$ cat config.mk
export PLATFORM = sky130hd
export DESIGN_NAME = store_agu_issue_arb
export DESIGN_NICKNAME = d
export VERILOG_FILES = /design/src/rtl/store_agu_issue_arb.sv
export SDC_FILE = /design/constraint.sdc
export NUM_CORES = 1
export LEC_CHECK = 0
export BUFFER_PORTS_ARGS = -buffer_cell sky130_fd_sc_hd__buf_2
export CORE_AREA = 2 2 244 246
export DETAILED_ROUTE_END_ITERATION = 6
export DIE_AREA = 0 0 246 248
export GPL_TIMING_DRIVEN = 0
export HOLD_SLACK_MARGIN = 0.06
export PLACE_DENSITY = 0.4
export SYNTH_ARGS = -nofsm -noshare
export SYNTH_HDL_FRONTEND = slang
export SYNTH_SLANG_ARGS = --single-unit
export TNS_END_PERCENT = 5
$ cat constraint.sdc
create_clock -name clk -period 2.95 [get_ports clk]
set_input_delay 0.1475 -clock clk [delete_from_list [all_inputs] [get_ports clk]]
set_output_delay 0.1475 -clock clk [all_outputs]
set_load 0.01 [all_outputs]
$ cat src/rtl/store_agu_issue_arb.sv
// store_agu_issue_arb: arbitrates NUM_REQ store-issue requesters onto the single
// store AGU issue port. The winning uop is held in a one-entry output stage.
// The arbiter is round-robin, with a per-requester starvation override. It
// honours AGU stall backpressure and squashes uops younger than a mispredicted
// branch.
// Optional build macro STORE_AGU_ARB_STATS_EN adds two kinds of saturating
// counters: per-requester grant counters and a stalled-cycle counter.
module store_agu_issue_arb #(
    parameter int NUM_REQ      = 2,
    parameter int UOP_W        = 199,
    parameter int ROB_W        = 7,
    parameter int STARVE_LIMIT = 15
) (
    input  logic                       clk,
    input  logic                       rst,
    input  logic                       IN_branch_valid,
    input  logic [ROB_W-1:0]           IN_branch_robID,
    input  logic [NUM_REQ-1:0]         IN_req_valid,
    input  logic [NUM_REQ*ROB_W-1:0]   IN_req_robID,
    input  logic [NUM_REQ*UOP_W-1:0]   IN_req_uop,
    output logic [NUM_REQ-1:0]         OUT_req_ready,
    input  logic                       IN_stall,
`ifdef STORE_AGU_ARB_STATS_EN
    output logic [NUM_REQ*16-1:0]      OUT_statGrants,
    output logic [15:0]                OUT_statStallCyc,
`endif
    output logic                       OUT_valid,
    output logic [UOP_W-1:0]           OUT_uop,
    output logic [ROB_W-1:0]           OUT_robID,
    output logic [1:0]                 OUT_grantIdx
);

    localparam logic [7:0] LIMIT = 8'(STARVE_LIMIT);

    // A uop is younger than the branch when (x - branch) is strictly positive
    // in ROB_W-bit modulo arithmetic. An equal robID is the branch itself, so it is not younger.
    function automatic logic younger(input logic bv, input logic [ROB_W-1:0] br,
                                     input logic [ROB_W-1:0] x);
        logic [ROB_W-1:0] diff;
        diff = x - br;
        return bv && !diff[ROB_W-1] && (diff != '0);
    endfunction

    logic [1:0]         rr_ptr;
    logic [7:0]         starve_cnt [NUM_REQ];
    logic [NUM_REQ-1:0] elig;
    logic               acc;
    logic               starve_hit;
    logic [1:0]         starve_idx;
    logic [1:0]         rr_idx;
    logic               win_valid;
    logic [1:0]         win_idx;
    logic [NUM_REQ-1:0] grant;
    int                 probe;

    // Eligibility, starvation override and circular round-robin search.
    always_comb begin
        // NOTE: every always_comb output gets a default first, so no path can infer a latch.
        acc        = !OUT_valid || !IN_stall;
        elig       = '0;
        starve_hit = 1'b0;
        starve_idx = 2'd0;
        rr_idx     = 2'd0;
        probe      = 0;
        grant      = '0;
        for (int i = 0; i < NUM_REQ; i++) begin
            elig[i] = IN_req_valid[i] &&
                      !younger(IN_branch_valid, IN_branch_robID, IN_req_robID[i*ROB_W +: ROB_W]);
        end
        // Scanning downward leaves the lowest-index starved requester as the winner.
        for (int i = NUM_REQ - 1; i >= 0; i--) begin
            if (elig[i] && starve_cnt[i] == LIMIT) begin
                starve_hit = 1'b1;
                starve_idx = 2'(i);
            end
        end
        // Scanning offsets downward leaves the first eligible requester at or after rr_ptr.
        for (int k = NUM_REQ - 1; k >= 0; k--) begin
            probe = int'(rr_ptr) + k;
            if (probe >= NUM_REQ) probe = probe - NUM_REQ;
            if (elig[probe]) rr_idx = 2'(probe);
        end
        win_valid = acc && (|elig);
        win_idx   = starve_hit ? starve_idx : rr_idx;
        if (win_valid) grant[win_idx] = 1'b1;
    end

    // While reset is asserted no requester may dequeue.
    assign OUT_req_ready = rst ? grant : '0;

    // Output stage and round-robin pointer: grant > squash > drain > hold.
    always_ff @(posedge clk or negedge rst) begin
        if (!rst) begin
            OUT_valid    <= 1'b0;
            OUT_uop      <= '0;
            OUT_robID    <= '0;
            OUT_grantIdx <= 2'd0;
            rr_ptr       <= 2'd0;
        end else if (win_valid) begin
            // NOTE: sequential state uses non-blocking assignments so all flops sample pre-edge values.
            OUT_valid    <= 1'b1;
            OUT_uop      <= IN_req_uop[int'(win_idx)*UOP_W +: UOP_W];
            OUT_robID    <= IN_req_robID[int'(win_idx)*ROB_W +: ROB_W];
            OUT_grantIdx <= win_idx;
            rr_ptr       <= (int'(win_idx) == NUM_REQ - 1) ? 2'd0 : win_idx + 2'd1;
        end else if (OUT_valid && younger(IN_branch_valid, IN_branch_robID, OUT_robID)) begin
            OUT_valid <= 1'b0;
        end else if (!IN_stall) begin
            OUT_valid <= 1'b0;
        end
    end

    // Starve counters: a requester counts cycles lost while valid, saturating at the limit.
    always_ff @(posedge clk or negedge rst) begin
        if (!rst) begin
            // NOTE: this small counter array is reset on purpose, because the override reads it on the first cycle.
            for (int i = 0; i < NUM_REQ; i++) starve_cnt[i] <= 8'd0;
        end else begin
            for (int i = 0; i < NUM_REQ; i++) begin
                if (!IN_req_valid[i] || grant[i]) starve_cnt[i] <= 8'd0;
                else if (starve_cnt[i] != LIMIT)  starve_cnt[i] <= starve_cnt[i] + 8'd1;
            end
        end
    end

`ifdef STORE_AGU_ARB_STATS_EN
    logic [15:0] stat_grants [NUM_REQ];
    logic [15:0] stat_stall;

    // Saturating statistics: grants per requester and cycles the AGU held a uop stalled.
    always_ff @(posedge clk or negedge rst) begin
        if (!rst) begin
            for (int i = 0; i < NUM_REQ; i++) stat_grants[i] <= 16'd0;
            stat_stall <= 16'd0;
        end else begin
            for (int i = 0; i < NUM_REQ; i++) begin
                if (grant[i] && stat_grants[i] != 16'hFFFF) stat_grants[i] <= stat_grants[i] + 16'd1;
            end
            if (OUT_valid && IN_stall && stat_stall != 16'hFFFF) stat_stall <= stat_stall + 16'd1;
        end
    end

    for (genvar g = 0; g < NUM_REQ; g++) begin : g_stat
        assign OUT_statGrants[g*16 +: 16] = stat_grants[g];
    end
    assign OUT_statStallCyc = stat_stall;
`endif

endmodule
# Word-level counts from Yosys, hierarchy flattened
# Cells that the tools add are included.
# word_totals
ff_bits	227
in_bits	425
# classes
n_addsub	9
mul	2
n_lt_le_gt_ge	6
n_eq_ne	6
shift	2
n_mux	27
n_reduce_logical	31
# ops
op	n
$shiftx A398 B11 Y199	1
$lt A32 B3 Y1 const B	2
$mux W32	2
$mux W8	4
$reduce_bool A7 Y1	3
$sub A7 B7 Y7	3
$add A8 B1 Y8 const B	2
$eq A8 B4 Y1 const B	2
$ne A8 B4 Y1 const B	2
$mux W1	14
$shiftx A14 B6 Y7	1
$logic_and A1 B1 Y1	13
$mux W2	6
$mul A2 B8 Y10 const B	1
$logic_not A1 Y1	9
$mul A2 B3 Y5 const B	1
$reduce_bool A2 Y1	2
$sub A3 B2 Y4 const B	1
$add A2 B1 Y3 const B	1
$ge A3 B2 Y1 const B	1
$logic_or A1 B1 Y1	3
$ne A3 B1 Y1 const B	1
$sub A2 B2 Y3 const B	1
$add A2 B1 Y2 const B	1
6 further kinds	6

# Depth between registers and ports, before layout
# logic_depth
depth_word	19
ltp_mapped	15

# Least setup slack after synthesis
# No wires, ideal clock.
# synth_path
path_type	in2reg
from	in IN_req_robID[7]
to	reg OUT_uop[30]
setup_time_ps	127
arrival_ps	2824
required_time_ps	2823
slack_ps	-1
cell_stages	14
path_buffers	2
cell_sequence	inv_1 > ha_1 > inv_1 > fa_1 > a211oi_1 > or4b_1 > nand3_1 > a211oi_1 > mux2i_1 > nor2_4 > buf_2 > buf_2 > a222oi_1 > inv_1
# synth_via
elab_chain_len	14
# synth_lines
element	line	text
start, declared	19	input logic [NUM_REQ*ROB_W-1:0] IN_req_robID,
$sub A7 B7 Y7 (*)	40	diff = x - br;
branches (longest 2 deep; another with $reduce_bool A7 Y1)	n/a	
$logic_and A1 B1 Y1 (*)	41	return bv && !diff[ROB_W-1] && (diff != '0);
$logic_not A1 Y1 (*)	68	!younger(IN_branch_valid, IN_branch_robID, IN_req_robID[i*ROB_W +: ROB_W]);
$logic_and A1 B1 Y1 (*)	67	elig[i] = IN_req_valid[i] &&
$mux W1 (not written as such) (3 in series)	81	if (elig[probe]) rr_idx = 2'(probe);
$mux W2 (2 in series)	81	
$mux W2	84	win_idx = starve_hit ? starve_idx : rr_idx;
$mul A2 B8 Y10	102	OUT_uop <= IN_req_uop[int'(win_idx)*UOP_W +: UOP_W];
$shiftx A398 B11 Y199	102	
end signal, assigned	102	
end, declared	28	output logic [UOP_W-1:0] OUT_uop,
# Mark *: on every way between the ends. The select of a mux whose other input is x is not followed.
# A chain may end at the register's enable or synchronous reset.

# Final worst setup path
# layout_path
from	reg starve_cnt[13] (netlist name)
to	out OUT_req_ready[0]
# layout_via
elab_chain_len	10
# layout_lines
element	line	text
start, declared	45	logic [7:0] starve_cnt [NUM_REQ];
start signal, assigned by index	120	if (!IN_req_valid[i] || grant[i]) starve_cnt[i] <= 8'd0;
$eq A8 B4 Y1 (*)	72	if (elig[i] && starve_cnt[i] == LIMIT) begin
$logic_and A1 B1 Y1 (*)	72	
$mux W1	72	
$mux W2 (*)	84	
$ge A2 B1 Y1 (not written as such) / $lt A2 B2 Y1 (equally long branches)	85	if (win_valid) grant[win_idx] = 1'b1;
$logic_and A1 B1 Y1 (not written as such)	85	
$mux W1 (not written as such)	85	
$demux W1 S1 (*)	85	
$mux W2 (*)	85	
$mux W2 (*)	89	assign OUT_req_ready = rst ? grant : '0;
end, declared	21	output logic [NUM_REQ-1:0] OUT_req_ready,
# Every way passes the cells marked *; elsewhere a longest branch is shown, timed or not.

==> out/summary.txt <==
layout cells sized above 1 -> 0.396
Setup WS post-layout -> -55.3 ps
vias in the first global route -> 12.9k
Post-synth EDFFs -> 0
synth unique cells -> 52
critical-path cell list -> or3_4 > or3_4 > o211ai_1 > nand3_1 > a31o_4 > nor2_4 > buf_12 > buf_8 > and2_4 > buf_6
Nets -> 2451
Avg Inst Size Synth -> 11.3 sq um
post-DP HPWL -> 37800 microns
Clock transition at path regs -> 60 ps
Die Wd -> 246 microns
Commonest cells post-synth -> dfrtp_1 (227), inv_1 (226), a222oi_1 (206), buf_2 (47), nor2_1 (21)
Area Growth Syn to Fin -> 95.8%
DRT Pass-1 Iters -> 7
RSZ-0062 raised after global routing -> true
largest cells by area after synthesis -> dfrtp_1 (55%), a222oi_1 (20%), inv_1 (8.3%)
Tot GR Track Use -> 0.159
CP required -> 2800 ps
placed insts -> 2316
fillers -> 5938
largest area contributor in the netlist -> dfrtp_1
Crit Path Category -> reg -> out
Largest stage delay, worst path -> 410 ps
Std-Cell Rows -> 89
non-filler cells in the finished layout -> 2798
final hold violations -> 0
Ports -> 636
Max Cap Violations -> 0
Clk Latency, worst-skew pair -> 570 ps
worst hold-check path type -> in -> reg
CTS Buf Count -> 27
WP data arrival -> 2860 ps
deepest clock path buffer count -> 3
vias per inst -> 4.42
largest net degree at the start of global routing -> 108
initial antenna violation count -> 5
Core Footprint -> 58500 sq um
most common cell in the netlist -> dfrtp_1
drt initial violations -> 1359
Async SR Flop Fraction -> 1.00
antenna-violating nets left -> 0
status -> finished with violations
Relative slew margins -> 0.509
most used cell, CP -> or3_4
Setup violations, final -> 2
Tcrit/Tclk final -> 1.02
first-pass GRT wire length -> 74700 microns
post-synthesis sequential area ratio -> 0.553
height of the die -> 248 microns
Pwr Total -> 13.2 mW
WL/cell -> 18.8 microns
#FFs+latches synth -> 227
Yosys warnings -> 0
flop-to-flop setup slack -> -10 ps
ys flop type -> dfrtp_1
Setup WS pre-CTS -> -1090 ps
Worst Path Buf+Inv -> 3
Leak -> 10.6 nW
Final min period -> 3010 ps
max-slew violation count -> 0
slowest CP cell -> or3_4
DR vias -> 12.4k
Top delay family on crit path -> simple AND/OR/NAND/NOR gates
setup TNS -> -64.6 ps
GRT overflow -> 0
Post-Layout Inst Area -> 20100 sq um
CP Launch Type -> register
Starting Density -> 0.176
TritonCTS clock tree -> yes
mapped cell area -> 10300 sq um
Clock H-tree levels -> 1
gpl congestion -> 0.817
die area -> 61000 sq um
Mapped Nets -> 1354
failing checks -> design-rule violations, negative setup slack
Max FO, Critical Path -> 5
Setup Skew -> 32.5 ps
clock root cell -> clkbuf_16
VDD IR-drop max -> 0.000367 V
post-synthesis cell count -> 906
post-placement cell area -> 14500 sq um
worst slew pin tran -> 737 ps
fmax -> 0.333 GHz
I/O Buffers -> 635
share of the synthesized area in the top cell type -> 0.553
pwr/cell area -> 655 nW/um^2
crit end category -> output port
final wirelength -> 52700 microns
Clock Sinks -> 227
DRC violations left -> 91
-- sequential cells by signal (all words and copies together) (netlist names) --
register and flops:
OUT_grantIdx 2, OUT_robID 7, OUT_uop 199, OUT_valid 1, rr_ptr 2, starve_cnt 16
-- report_power, final --
part | switching, mW | internal (mW)
clock | 1.36 | 2.10
combinational | 2.63 | 2.33
sequential | 0.674 | 4.07
-- per-stage QoR --
step,util,hold slack (ps)
final,0.344,110
after global routing,0.344,109
after CTS,0.339,83.7
after detailed placement,0.248,-3.24
after global placement,0.247,361
after floorplan,-,-148
-- per-layer routing --
metal / GRT usage / wire [microns]
met1: 0.182 / 20100
met2: 0.296 / 27400
met3: 0.0336 / 4080
met4: 0.0460 / 1160
met5: 0 / 8
-- worst paths after layout --
check | start | end | cells past startpoint
worst max-delay path | starve_cnt[13] | OUT_req_ready[0] | 10
worst min-delay path | IN_req_valid[0] | starve_cnt[11] | 3
worst max register to register | starve_cnt[6] | OUT_uop[158] | 13
worst min register to register | OUT_grantIdx[0] | OUT_grantIdx[0] | 1
max in group asynchronous | rst | OUT_uop[149] | 4
min in group asynchronous | rst | OUT_uop[47] | 3
-- cell type report --
| type | count | area, sq um | area share |
|---|---|---|---|
| timing repair buffer | 1069 | 7590 | 0.377 |
| sequential | 227 | 5680 | 0.283 |
| multi-input combinational | 381 | 3540 | 0.176 |
| tap | 773 | 967 | 0.0481 |
| inverter | 226 | 857 | 0.0426 |
| clock buffer | 42 | 832 | 0.0414 |
| buffer | 71 | 553 | 0.0275 |
| clock inverter | 8 | 96.3 | 0.00479 |
| antenna | 1 | 2.50 | 0.000124 |
-- worst reg2reg max path: stages, from the launching register on --
cell	delay (ps)
dfrtp_1	420
nor4_4	340
and4_1	250
buf_6	120
o21ai_2	70
or2_1	250
mux2i_4	210
nor2_4	100
buf_4	150
buf_12	140
buf_12	160
buf_6	160
a222oi_1	430
inv_1	70
-- cell families after synthesis --
logic type               count (synthesis)  share of synthesized area
adder cells (fa/ha/maj)                 23                     0.0302
AO/OA/AOI/OAI                          256                      0.235
flip-flops                             227                      0.553
XOR/XNOR                                21                     0.0179
multiplexers                             3                    0.00292
buffers and inverters                  298                      0.119
AND/OR/NAND/NOR                         78                     0.0415
-- what timing repair did --
item / in CTS / in global routing
gates resized for setup: 50 / 78
gates cloned: 0 / 0
pin swaps: 15 / 145
setup endpoints to repair: 201 / 207
setup buffers: 7 / 9
endpoints found under the hold margin: 434 / 0
hold buffers: 416 / 0
-- cell usage in the layout (no fill, tap or decap), types with 3 or more instances in the layout --
cell / count
clkbuf_8: 10
inv_2: 4
a21o_1: 6
xnor2_1: 8
buf_12: 6
a222oi_1: 206
ha_4: 3
nor2_1: 21
clkbuf_1: 12
nand2_1: 11
buf_2: 662
clkbuf_2: 3
buf_4: 21
o21bai_1: 3
ha_1: 14
buf_8: 8
o21ai_0: 7
a21oi_1: 13
xor2_1: 12
clkinv_2: 4
dfrtp_1: 225
nor4_1: 3
buf_6: 16
nand4_1: 6
nor3_1: 6
clkbuf_16: 27
ha_2: 3
nand3_1: 8
inv_1: 220
a211oi_4: 3
dlygate4sd3_1: 415
Power figures use the tool's default switching activity.
